File: config.mk
export PLATFORM = sky130hd
export DESIGN_NAME = tx_packet_gen
export DESIGN_NICKNAME = d
export VERILOG_FILES = /design/src/rtl/tx_packet_gen.sv
export SDC_FILE = /design/constraint.sdc
export NUM_CORES = 1
export LEC_CHECK = 0
export BUFFER_PORTS_ARGS = -buffer_cell sky130_fd_sc_hd__buf_2
export CAP_MARGIN = 0
export CORE_AREA = 5 5 377 379
export CTS_CLUSTER_DIAMETER = 80
export DETAILED_ROUTE_END_ITERATION = 10
export DIE_AREA = 0 0 382 384
export PLACE_DENSITY = 0.35
export SETUP_SLACK_MARGIN = 0.5
export SYNTH_ARGS = -nofsm -noshare
export SYNTH_HDL_FRONTEND = slang
export SYNTH_SLANG_ARGS = --single-unit
File: constraint.sdc
create_clock -name clk -period 11.2 [get_ports clk]
set_input_delay 2.24 -clock clk [delete_from_list [all_inputs] [get_ports clk]]
set_output_delay 2.24 -clock clk [all_outputs]
set_load 0.02 [all_outputs]
File: src/rtl/tx_packet_gen.sv
`default_nettype none
// ============================================================================
// Module   : tx_packet_gen
// Function : AXI4-Stream burst packet generator with receiver-matched counters.
//            Define TX_PRBS_EN to replace the seq/beat payload with PRBS-31 lanes.
// Revision : 1.0  initial release
// ============================================================================
module tx_packet_gen #(
    parameter int DW = 512
) (
    input  logic            clk,
    input  logic            resetn,
    input  logic            start,
    input  logic            stop,
    input  logic [1:0]      cfg_type,
    input  logic [15:0]     cfg_length,
    input  logic [31:0]     cfg_count,
    input  logic [15:0]     cfg_gap,
    input  logic            cfg_bad,
    input  logic [7:0]      port_number,
    output logic            busy,
    output logic [63:0]     fd_sent,
    output logic [63:0]     md_sent,
    output logic [63:0]     fc_sent,
    output logic [63:0]     oth_sent,
    output logic [63:0]     bad_sent,
    output logic [DW-1:0]   axis_tdata,
    output logic [DW/8-1:0] axis_tkeep,
    output logic            axis_tlast,
    output logic            axis_tuser,
    output logic            axis_tvalid,
    input  logic            axis_tready
);

    localparam int BPB   = DW / 8;
    localparam int LANES = DW / 32;
    localparam int BW    = $clog2(BPB);
    localparam int KW    = BW + 1;

    localparam logic [15:0] LEN_FD = 16'd4160;
    localparam logic [15:0] LEN_MD = 16'd192;
    localparam logic [15:0] LEN_FC = 16'd68;

    typedef enum logic [1:0] {
        ST_IDLE = 2'd0,
        ST_SEND = 2'd1,
        ST_GAP  = 2'd2
    } state_t;

    state_t        state_q, state_d;
    logic [15:0]   len_q;
    logic [15:0]   gap_q;
    logic [15:0]   last_idx_q;
    logic [15:0]   beat_q;
    logic [15:0]   seq_q;
    logic [15:0]   gap_cnt_q;
    logic [31:0]   count_q;
    logic [31:0]   sent_q;
    logic          bad_q;
    logic          stop_pend_q;
    logic [7:0]    port_q;
    logic [KW-1:0] last_k_q;
    logic [63:0]   fd_q, md_q, fc_q, oth_q, bad_cnt_q;

    logic [15:0]   w_len_start;
    logic [15:0]   w_len_m1;
    logic          w_start;
    logic          w_valid;
    logic          w_hs;
    logic          w_last;
    logic          w_pkt_done;
    logic          w_stop;
    logic          w_burst_end;
    logic [DW-1:0] w_tdata;
    logic [BPB-1:0] w_tkeep;

    always_comb begin
        w_len_start = LEN_FD;
        case (cfg_type)
            2'd0:    w_len_start = LEN_FD;
            2'd1:    w_len_start = LEN_MD;
            2'd2:    w_len_start = LEN_FC;
            default: w_len_start = (cfg_length == 16'd0) ? 16'd1 : cfg_length;
        endcase
    end

    assign w_len_m1    = w_len_start - 16'd1;
    assign w_start     = (state_q == ST_IDLE) && start;
    assign w_valid     = (state_q == ST_SEND);
    assign w_hs        = w_valid && axis_tready;
    assign w_last      = (beat_q == last_idx_q);
    assign w_pkt_done  = w_hs && w_last;
    assign w_stop      = stop_pend_q || stop;
    assign w_burst_end = (count_q != 32'd0) && ((sent_q + 32'd1) == count_q);

    always_ff @(posedge clk) begin
        if (!resetn) begin
            state_q <= ST_IDLE;
        end else begin
            state_q <= state_d;
        end
    end

    always_comb begin
        state_d = state_q;
        case (state_q)
            ST_IDLE: begin
                if (start) state_d = ST_SEND;
            end
            ST_SEND: begin
                if (w_pkt_done) begin
                    if (w_stop || w_burst_end) state_d = ST_IDLE;
                    else if (gap_q != 16'd0)   state_d = ST_GAP;
                    else                       state_d = ST_SEND;
                end
            end
            ST_GAP: begin
                if (w_stop)                   state_d = ST_IDLE;
                else if (gap_cnt_q == 16'd0)  state_d = ST_SEND;
            end
            default: state_d = ST_IDLE;
        endcase
    end

    always_ff @(posedge clk) begin
        if (!resetn) begin
            len_q       <= '0;
            gap_q       <= '0;
            last_idx_q  <= '0;
            beat_q      <= '0;
            seq_q       <= '0;
            gap_cnt_q   <= '0;
            count_q     <= '0;
            sent_q      <= '0;
            bad_q       <= 1'b0;
            stop_pend_q <= 1'b0;
            port_q      <= '0;
            last_k_q    <= '0;
            fd_q        <= '0;
            md_q        <= '0;
            fc_q        <= '0;
            oth_q       <= '0;
            bad_cnt_q   <= '0;
        end else if (w_start) begin
            len_q       <= w_len_start;
            gap_q       <= cfg_gap;
            count_q     <= cfg_count;
            bad_q       <= cfg_bad;
            port_q      <= port_number;
            last_idx_q  <= w_len_m1 >> BW;
            last_k_q    <= {1'b0, w_len_m1[BW-1:0]} + KW'(1);
            beat_q      <= '0;
            seq_q       <= '0;
            sent_q      <= '0;
            stop_pend_q <= stop;
        end else begin
            if (stop && state_q != ST_IDLE) stop_pend_q <= 1'b1;
            if (w_hs) beat_q <= w_last ? 16'd0 : beat_q + 16'd1;
            if (w_pkt_done) begin
                seq_q  <= seq_q + 16'd1;
                sent_q <= sent_q + 32'd1;
                // Classification matches the receiver so loopback totals line up.
                if (bad_q)                 bad_cnt_q <= bad_cnt_q + 64'd1;
                else if (len_q == LEN_FD)  fd_q      <= fd_q + 64'd1;
                else if (len_q == LEN_MD)  md_q      <= md_q + 64'd1;
                else if (len_q == LEN_FC)  fc_q      <= fc_q + 64'd1;
                else                       oth_q     <= oth_q + 64'd1;
            end
            if (state_q == ST_SEND && state_d == ST_GAP) gap_cnt_q <= gap_q - 16'd1;
            else if (state_q == ST_GAP)                  gap_cnt_q <= gap_cnt_q - 16'd1;
            if (state_q != ST_IDLE && state_d == ST_IDLE) stop_pend_q <= 1'b0;
        end
    end

`ifdef TX_PRBS_EN
    logic [31:0] lfsr_q;
    logic [31:0] w_lane_st [LANES+1];

    assign w_lane_st[0] = lfsr_q;
    for (genvar gi = 0; gi < LANES; gi++) begin : g_lfsr
        assign w_lane_st[gi+1] = {w_lane_st[gi][30:0], w_lane_st[gi][30] ^ w_lane_st[gi][27]};
    end

    always_ff @(posedge clk) begin
        if (!resetn)   lfsr_q <= '0;
        else if (w_start) lfsr_q <= 32'h1;
        else if (w_hs)    lfsr_q <= w_lane_st[LANES];
    end
`endif

    always_comb begin
        w_tdata = '0;
        if (w_valid) begin
            for (int i = 0; i < LANES; i++) begin
`ifdef TX_PRBS_EN
                w_tdata[i*32 +: 32] = w_lane_st[i];
`else
                w_tdata[i*32 +: 32] = {seq_q, beat_q};
`endif
            end
            if (beat_q == 16'd0) w_tdata[7:0] = port_q;
        end
    end

    always_comb begin
        w_tkeep = '0;
        for (int b = 0; b < BPB; b++) begin
            w_tkeep[b] = w_valid && (!w_last || (b < int'(last_k_q)));
        end
    end

    assign busy        = (state_q != ST_IDLE);
    assign axis_tvalid = w_valid;
    assign axis_tdata  = w_tdata;
    assign axis_tkeep  = w_tkeep;
    assign axis_tlast  = w_valid && w_last;
    assign axis_tuser  = w_valid && w_last && bad_q;
    assign fd_sent     = fd_q;
    assign md_sent     = md_q;
    assign fc_sent     = fc_q;
    assign oth_sent    = oth_q;
    assign bad_sent    = bad_cnt_q;

endmodule
`default_nettype wire

==> flow_metrics.tcl, run 1 <==
set metrics [dict create \
    cp_cell_sequence "xnor2_1 > nand4_1 > nor3_4 > buf_4 > nand2_1 > nand2_1 > inv_1 > o21ai_0 > buf_4 > inv_1 > nor2_1 > o21ai_0 > buf_2" \
    synth_warnings 0 \
    cp_slowest_cell "dfxtp_1" \
    wl_per_cell_um 19.6 \
    vias 24200 \
    ctsHoldBuffers 0 \
    netSwitchingFraction_pct 27.2 \
    met3_length_mm 8.96 \
    layout_commonest_cell "buf_2" \
    ys_seq_elements 491 \
    slew_headroom_pct 20.5 \
    top_layer "met5" \
    start_kind "register" \
    fp.dieArea_um2 147000 \
    area_delta_synth_final_pct 20.8 \
    post-place-cells 5636 \
    hpwl_mm 87.7 \
    antenna_found_initial 19 \
    cts_tree "yes" \
    max_freq_ghz 0.158 \
    critPathTopFamily "simple AND/OR/NAND/NOR gates" \
    rsz0062_at_grt "no" \
    synth_cells 3436 \
    avgSynthCellArea_um2 7.95 \
    synthesis.area_um2 27300 \
    yosysSeqAreaShare_pct 36.0 \
    ys_types 74 \
    timing.rr.end "gap_cnt_q[6]" \
    ys.flop_type "dfxtp_1" \
    r2r_cells 16 \
    r2r_start "sent_q[0]" \
    skew_ps 57.8 \
    whs_ps 456 \
    worstHoldPathType "reg -> reg" \
    slowest_delay_ps 560 \
    finalSetupViolCount 0 \
    post_cts.repair.setup_buffers 0 \
    seqCellArea_um2 9830 \
    synth_top_area_share_pct 36.0 \
    cts_htree_levels 3 \
    mostFrequentLayoutCells "979 x buf_2, 491 x dfxtp_1, 446 x nor2_1" \
    multi_input_area_um2 13200 \
    worstHoldPathCells 2 \
    clock_path_buffers 3 \
    nets 3991 \
    first_global_vias 23500 \
    die_y_um 384 \
    worstPathArrival_ps 4100 \
    cts_resized 0 \
    post-route-period-util_pct 56.6 \
    routed_wl_mm 113 \
    synth_nets 3527 \
    gp_congestion 0.898 \
    crit_buf_inv 5 \
    power_leakage_nw 14.9 \
    min_from "port_q[5]" \
    synth_area_leaders "dfxtp_1 36%, buf_4 13%, xor2_1 8.2%, nor2_1 6.2%, nand2_1 5.1%" \
    grt-ovfl-total 0 \
    p_int_mw 3.26 \
    synth_top_area_cell "dfxtp_1" \
    synthArstFlopShare_pct 0 \
    nFillCells 15400 \
    cts_made_buffers 69 \
    rows 137 \
    clk_pin_slew_ps 60 \
    first_pass_iters 8 \
    io_pins 980 \
    grt_pass1_wl_mm 163 \
    io_buffers 979 \
    cap_violations 0 \
    clock_sinks 491 \
    clock_latency_ps 660 \
    hold_viol_final 0 \
    rrSetupSlack_ps 5940 \
    p_seq_share_pct 40.1 \
    final_util_pct 23.8 \
    drt_iter0_markers 1037 \
    cts_root_buffer "clkbuf_16" \
    ant_nets 0 \
    critPathMaxFanout 12 \
    p_clk_share_pct 51.9 \
    die_w_um 382 \
    timing.final.crit_period_ps 6340 \
    drv_slew 0 \
    drive_above_1_share_pct 29.8 \
    worstPathRequired_ps 8960 \
    tightest_slew_ps 1190 \
    combPwrFrac_pct 8.0 \
    core_um2 139000 \
    worst-setup-path-type "reg -> out" \
    drt-met1-wl_mm 45.4 \
    vdd_ir_drop_max_v 0.0000985 \
    wl_met2_mm 56.4 \
    p_per_area_nw_per_um2 136 \
    grt_max_degree 178 \
    layout.cells.non_filler 5776 \
    grt_usage_pct 14.7 \
    drc_errors 0 \
    synth-edff-count 0 \
    viasPerCell 4.20 \
    switchingPower_mw 1.22 \
    initial_utilization_pct 19.7 \
    hold_end "port_q[5]" \
    cp-end-kind "output pin" \
    status "complete, no violations" \
    tns_ps 0 \
]
synth_stat cells (5+ instances only):
library cell    n
and3_1         90
nand2b_1       19
nor2b_1        10
and4_1         31
inv_1          52
or3_1          68
o31ai_1         6
xnor2_1       141
o22ai_1        10
a21o_1          5
nor4_1         32
a21oi_1       188
o21ai_0       109
xor2_1        255
clkbuf_1      107
nand3b_1        5
o211ai_1        5
and2_1         63
buf_2          14
nor3b_1         5
buf_4         473
dfxtp_1       491
a31oi_1        10
nand2_1       369
nor3_1         37
nor2_1        448
or2_2          11
nor4_2         10
mux2i_1        15
nand3_1       182
a211oi_1       14
ha_1           11
nand4_1        71
metrics by stage:
stage               power, mW  instance area [µm²]  worst slack (ps)
floorplan                2.05                27300              6190
global placement         2.20                30600              5410
detailed placement       2.20                30600              5380
CTS                      4.59                33000              4780
global route             4.69                33000              4610
finish                   4.49                33000              4860
worst min-delay path, cell delays in order, from the launching register on:
cell and delay (ps):
dfxtp_1 310, nand2_1 50, a21oi_1 50
kinds of logic (layout without fill, tap and decap cells):
| kind of cell | Yosys count | after routing | share of synthesized area [%] |
|---|---|---|---|
| simple gates | 1493 | 1493 | 27.0 |
| buf+inv | 657 | 1177 | 15.7 |
| flops | 491 | 491 | 36.0 |
| xor+xnor | 396 | 396 | 12.7 |
| compound gates | 368 | 368 | 7.41 |
| mux | 19 | 19 | 0.714 |
| fa+ha+maj | 12 | 12 | 0.540 |
| other cells | 0 | 13 | 0 |
sequential cells by signal, indices dropped and copies added, names as in the netlist, 16 cells and up:
name,flops
sent_q,32
count_q,32
gap_cnt_q,16
fd_sent,64
oth_sent,64
seq_q,16
len_q,16
fc_sent,64
gap_q,16
md_sent,64
beat_q,16
bad_sent,64
cell type report:
class                   count  share of cell area [%]
clock buffers              99                    6.08
clock inverters            28                    1.20
well taps                1807                    6.85
flip-flops and latches    491                    29.8
inverters                  55                   0.648
repair buffers            995                    15.2
multi-input cells        2288                    40.1
diodes                     13                  0.0985
per-layer routing:
layer  GRT usage [%]  up-vias
li1                -    12000
met1            16.8    11400
met2            26.3      775
met3            4.59      127
met4            3.95        2
met5               0        -
how the worst max path moves through the flow:
stage	from	to	slack (ps)	cells after the start
6_report	beat_q[6]	axis_tkeep[32]	4860	13
5_1_grt	beat_q[6]	axis_tkeep[32]	4610	13
4_1_cts	beat_q[6]	axis_tkeep[32]	4780	13
3_5_place_dp	axis_tready	fc_sent[63]	5380	10
3_3_place_gp	axis_tready	fc_sent[63]	5410	10
2_1_floorplan	beat_q[2]	axis_tkeep[40]	6190	10
power groups by stage:
stage / Combinational (mW) / Sequential [mW] / Clock, mW
2_1_floorplan: 0.229 / 1.82 / 0
3_3_place_gp: 0.365 / 1.84 / 0
3_5_place_dp: 0.363 / 1.84 / 0
6_report: 0.358 / 1.80 / 2.33
4_1_cts: 0.365 / 1.80 / 2.43
5_1_grt: 0.393 / 1.80 / 2.49
No activity file was read; power rests on OpenSTA's default activity.
==> run 2, diff against run 1 <==
--- a/config.mk
+++ b/config.mk
@@ -5,13 +5,14 @@
 export SDC_FILE = /design/constraint.sdc
 export NUM_CORES = 1
 export LEC_CHECK = 0
+export ABC_AREA = 1
 export BUFFER_PORTS_ARGS = -buffer_cell sky130_fd_sc_hd__buf_2
 export CAP_MARGIN = 0
 export CORE_AREA = 5 5 377 379
 export CTS_CLUSTER_DIAMETER = 80
 export DETAILED_ROUTE_END_ITERATION = 10
 export DIE_AREA = 0 0 382 384
-export PLACE_DENSITY = 0.35
+export PLACE_DENSITY = 0.4
 export SETUP_SLACK_MARGIN = 0.5
 export SYNTH_ARGS = -nofsm -noshare
 export SYNTH_HDL_FRONTEND = slang
==> constraint.sdc (replaced) <==
create_clock -name clk -period 5.11 [get_ports clk]
set_input_delay 1.022 -clock clk [delete_from_list [all_inputs] [get_ports clk]]
set_output_delay 1.022 -clock clk [all_outputs]
set_load 0.02 [all_outputs]
==> run 2 against run 1 <==
Total power rose by 130%. Global-route usage rose by 5.3 points. Design area rose by 18%. Clock skew fell by 19 ps. First-iteration DRC count rose by 120%. Worst setup slack got worse by 4100 ps. Critical path type unchanged. Largest power group unchanged.
==> flow_metrics.tcl, run 2 <==
set metrics [dict create \
    nFillCells 15800 \
    drive_above_1_share_pct 22.7 \
    vdd_ir_drop_max_v 0.000211 \
    clock_latency_ps 660 \
    hpwl_mm 125 \
    clk_pin_slew_ps 50 \
    start_kind "register" \
    worstPathArrival_ps 3300 \
    fp.dieArea_um2 147000 \
    slowest_delay_ps 310 \
    drv_slew 0 \
    power_leakage_nw 16.9 \
    cts_htree_levels 3 \
    cts_root_buffer "clkbuf_16" \
    ys_seq_elements 491 \
    mostFrequentLayoutCells "1056 x nand2_1, 978 x buf_2, 697 x inv_1" \
    die_y_um 384 \
    combPwrFrac_pct 9.5 \
    cap_violations 0 \
    finalSetupViolCount 0 \
    viasPerCell 4.61 \
    core_um2 139000 \
    io_pins 980 \
    design_area_um2 38900 \
    wl_per_cell_um 20.8 \
    synthArstFlopShare_pct 0 \
    ys.flop_type "dfxtp_1" \
    max_freq_ghz 0.232 \
    synth_nets 5165 \
    die_w_um 382 \
    timing.final.crit_period_ps 4320 \
    synth-edff-count 0 \
    vias 34400 \
    synthesis.area_um2 32800 \
    drc_errors 0 \
    worstHoldPathType "reg -> reg" \
    r2r_cells 25 \
    tns_ps 0 \
    rrSetupSlack_ps 1060 \
    skew_ps 38.8 \
    synth_area_leaders "dfxtp_1 30%, nand2_1 12%, buf_4 11%, inv_1 8.0%, nor2_1 6.4%" \
    ys_types 64 \
    antenna_found_initial 5 \
    placed_area_um2 36400 \
    ctsHoldBuffers 0 \
    switchingPower_mw 2.81 \
    drt_iter0_markers 2249 \
    synth_top_area_share_pct 30.0 \
    layout.cells.non_filler 7464 \
    hold_viol_final 0 \
    cp_slowest_cell "dfxtp_1" \
    grt_pass1_wl_mm 222 \
    status "complete, no violations" \
    synth_top_area_cell "dfxtp_1" \
    clock_sinks 491 \
    p_int_mw 7.43 \
    synth.most_common_cell "nand2_1" \
    timing.rr.end "gap_cnt_q[14]" \
    post-place-cells 7334 \
    gp_congestion 0.894 \
    setup_slack_ps 792 \
    io_buffers 979 \
    worstPathRequired_ps 4090 \
    clock_path_buffers 3 \
    multi_input_area_um2 16300 \
    p_clk_share_pct 52.0 \
    grt-ovfl-total 0 \
    ant_nets 0 \
    slew_headroom_pct 5.32 \
    post-route-period-util_pct 84.5 \
    avgSynthCellArea_um2 6.45 \
    cp-end-kind "output pin" \
    cp_cell_sequence "inv_1 > nand4_1 > nor3_1 > and2_1 > nand2_4 > o21ai_1 > clkinv_2 > nand2_1 > clkinvlp_4 > a21oi_1 > inv_1 > o21ai_0 > inv_1 > a21oi_1 > inv_1 > buf_2" \
    diodes 0 \
    cts_tree "yes" \
    cts_made_buffers 70 \
    grt_max_degree 139 \
    cpMostUsedCell "inv_1" \
    routed_wl_mm 155 \
    p_per_area_nw_per_um2 263 \
    yosysSeqAreaShare_pct 30.0 \
    first_pass_iters 6 \
    rows 137 \
    tightest_slew_ps 1420 \
    grt_usage_pct 20.0 \
    worst-setup-path-type "reg -> out" \
    netSwitchingFraction_pct 27.4 \
    worstSetupStartpoint "beat_q[12]" \
    r2r_start "sent_q[0]" \
    p_seq_share_pct 38.5 \
    rsz0062_at_grt "no" \
    critPathMaxFanout 11 \
    endpoint "axis_tkeep[40]" \
    synth_cells 5074 \
    nets 5693 \
    final_util_pct 28.1 \
    seqCellArea_um2 9830 \
    first_global_vias 32500 \
    synth_warnings 0 \
    initial_utilization_pct 23.6 \
    layout_commonest_cell "nand2_1" \
    area_delta_synth_final_pct 18.8 \
    dp_worst_setup_slack_ps 646 \
    netlist_top_cells_count "1056 x nand2_1, 700 x inv_1, 561 x nor2_1" \
]
[run 2: changes by cell type in the layout (fill, tap and decap cells not counted), moves of 66 or more]
| cell | previous run | this run |
|---|---|---|
| xnor2_1 | 141 | 14 |
| inv_1 | 51 | 697 |
| nand2_1 | 367 | 1056 |
| nor4_1 | 31 | 118 |
| a21oi_1 | 188 | 324 |
| and3_1 | 90 | 5 |
| nand4_1 | 71 | 137 |
| or3_1 | 68 | 1 |
| xor2_1 | 255 | 122 |
| o21ai_0 | 109 | 207 |
| nor2_1 | 446 | 547 |
| nor3_1 | 37 | 229 |
[run 2: worst max-delay path: cells and delay by family, from the launching register on]
| kind | cells | cell delay, ps |
|---|---|---|
| buffers and inverters | 7 | 800 |
| AND/OR/NAND/NOR | 5 | 980 |
| flip-flops | 1 | 310 |
| AO/OA/AOI/OAI | 4 | 570 |
[run 2: worst min-delay path by stage]
stage,startpoint,endpoint,cells after the start
6_report,md_sent[63],md_sent[63],1
5_1_grt,bad_sent[63],bad_sent[63],1
4_1_cts,bad_sent[63],bad_sent[63],1
3_5_place_dp,bad_sent[63],bad_sent[63],1
3_3_place_gp,bad_sent[63],bad_sent[63],1
2_1_floorplan,len_q[15],len_q[15],2
[run 2: area by class of cell]
type	count	share of cell area (%)
well taps	1807	5.81
repair buffers	1033	13.7
flip-flops and latches	491	25.3
inverters	720	6.99
clock inverters	27	0.955
multi-input cells	3286	41.9
clock buffers	100	5.40
[run 2: through the flow]
stage          power, mW  hold WS, ps
2_1_floorplan       4.61          429
3_5_place_dp        5.01          447
3_3_place_gp        5.01          439
4_1_cts             10.4          458
5_1_grt             10.7          471
6_report            10.2          458
[run 2: logic make-up (layout without fill, tap and decap cells)]
kind of cell | after synthesis | in the layout | share of synthesized area [%]
flops | 491 | 491 | 30.0
compound gates | 670 | 670 | 11.1
xor+xnor | 138 | 138 | 3.77
fa+ha+maj | 11 | 11 | 0.420
buf+inv | 1297 | 1880 | 20.4
simple gates | 2467 | 2467 | 34.3
[run 2: timing repair]
| action | 4_1_cts | 5_1_grt |
|---|---|---|
| buffers inserted | 1 | 2 |
| resized for setup | 2 | 2 |
| setup endpoints to repair | 10 | 2 |
| cloned | 0 | 0 |
| pin swaps | 1 | 1 |
[run 2: power groups by stage]
stage	Sequential (mW)	Clock (mW)	Combinational (mW)
finish	3.94	5.32	0.977
detailed placement	4.02	0	0.982
CTS	3.94	5.49	0.987
global placement	4.02	0	0.983
global route	3.94	5.64	1.07
floorplan	4.00	0	0.615
[run 2: routing by layer]
metal  GRT usage (%)  vias up  wire length [µm]  share of wire [%]
li1                -    17100                 -                  -
met1            24.2    16200             64600                 42
met2            36.3      986             78000                 50
met3            3.60      122              9070                5.8
met4            5.15        0              3310                2.1
met5               0        -                 0                  0
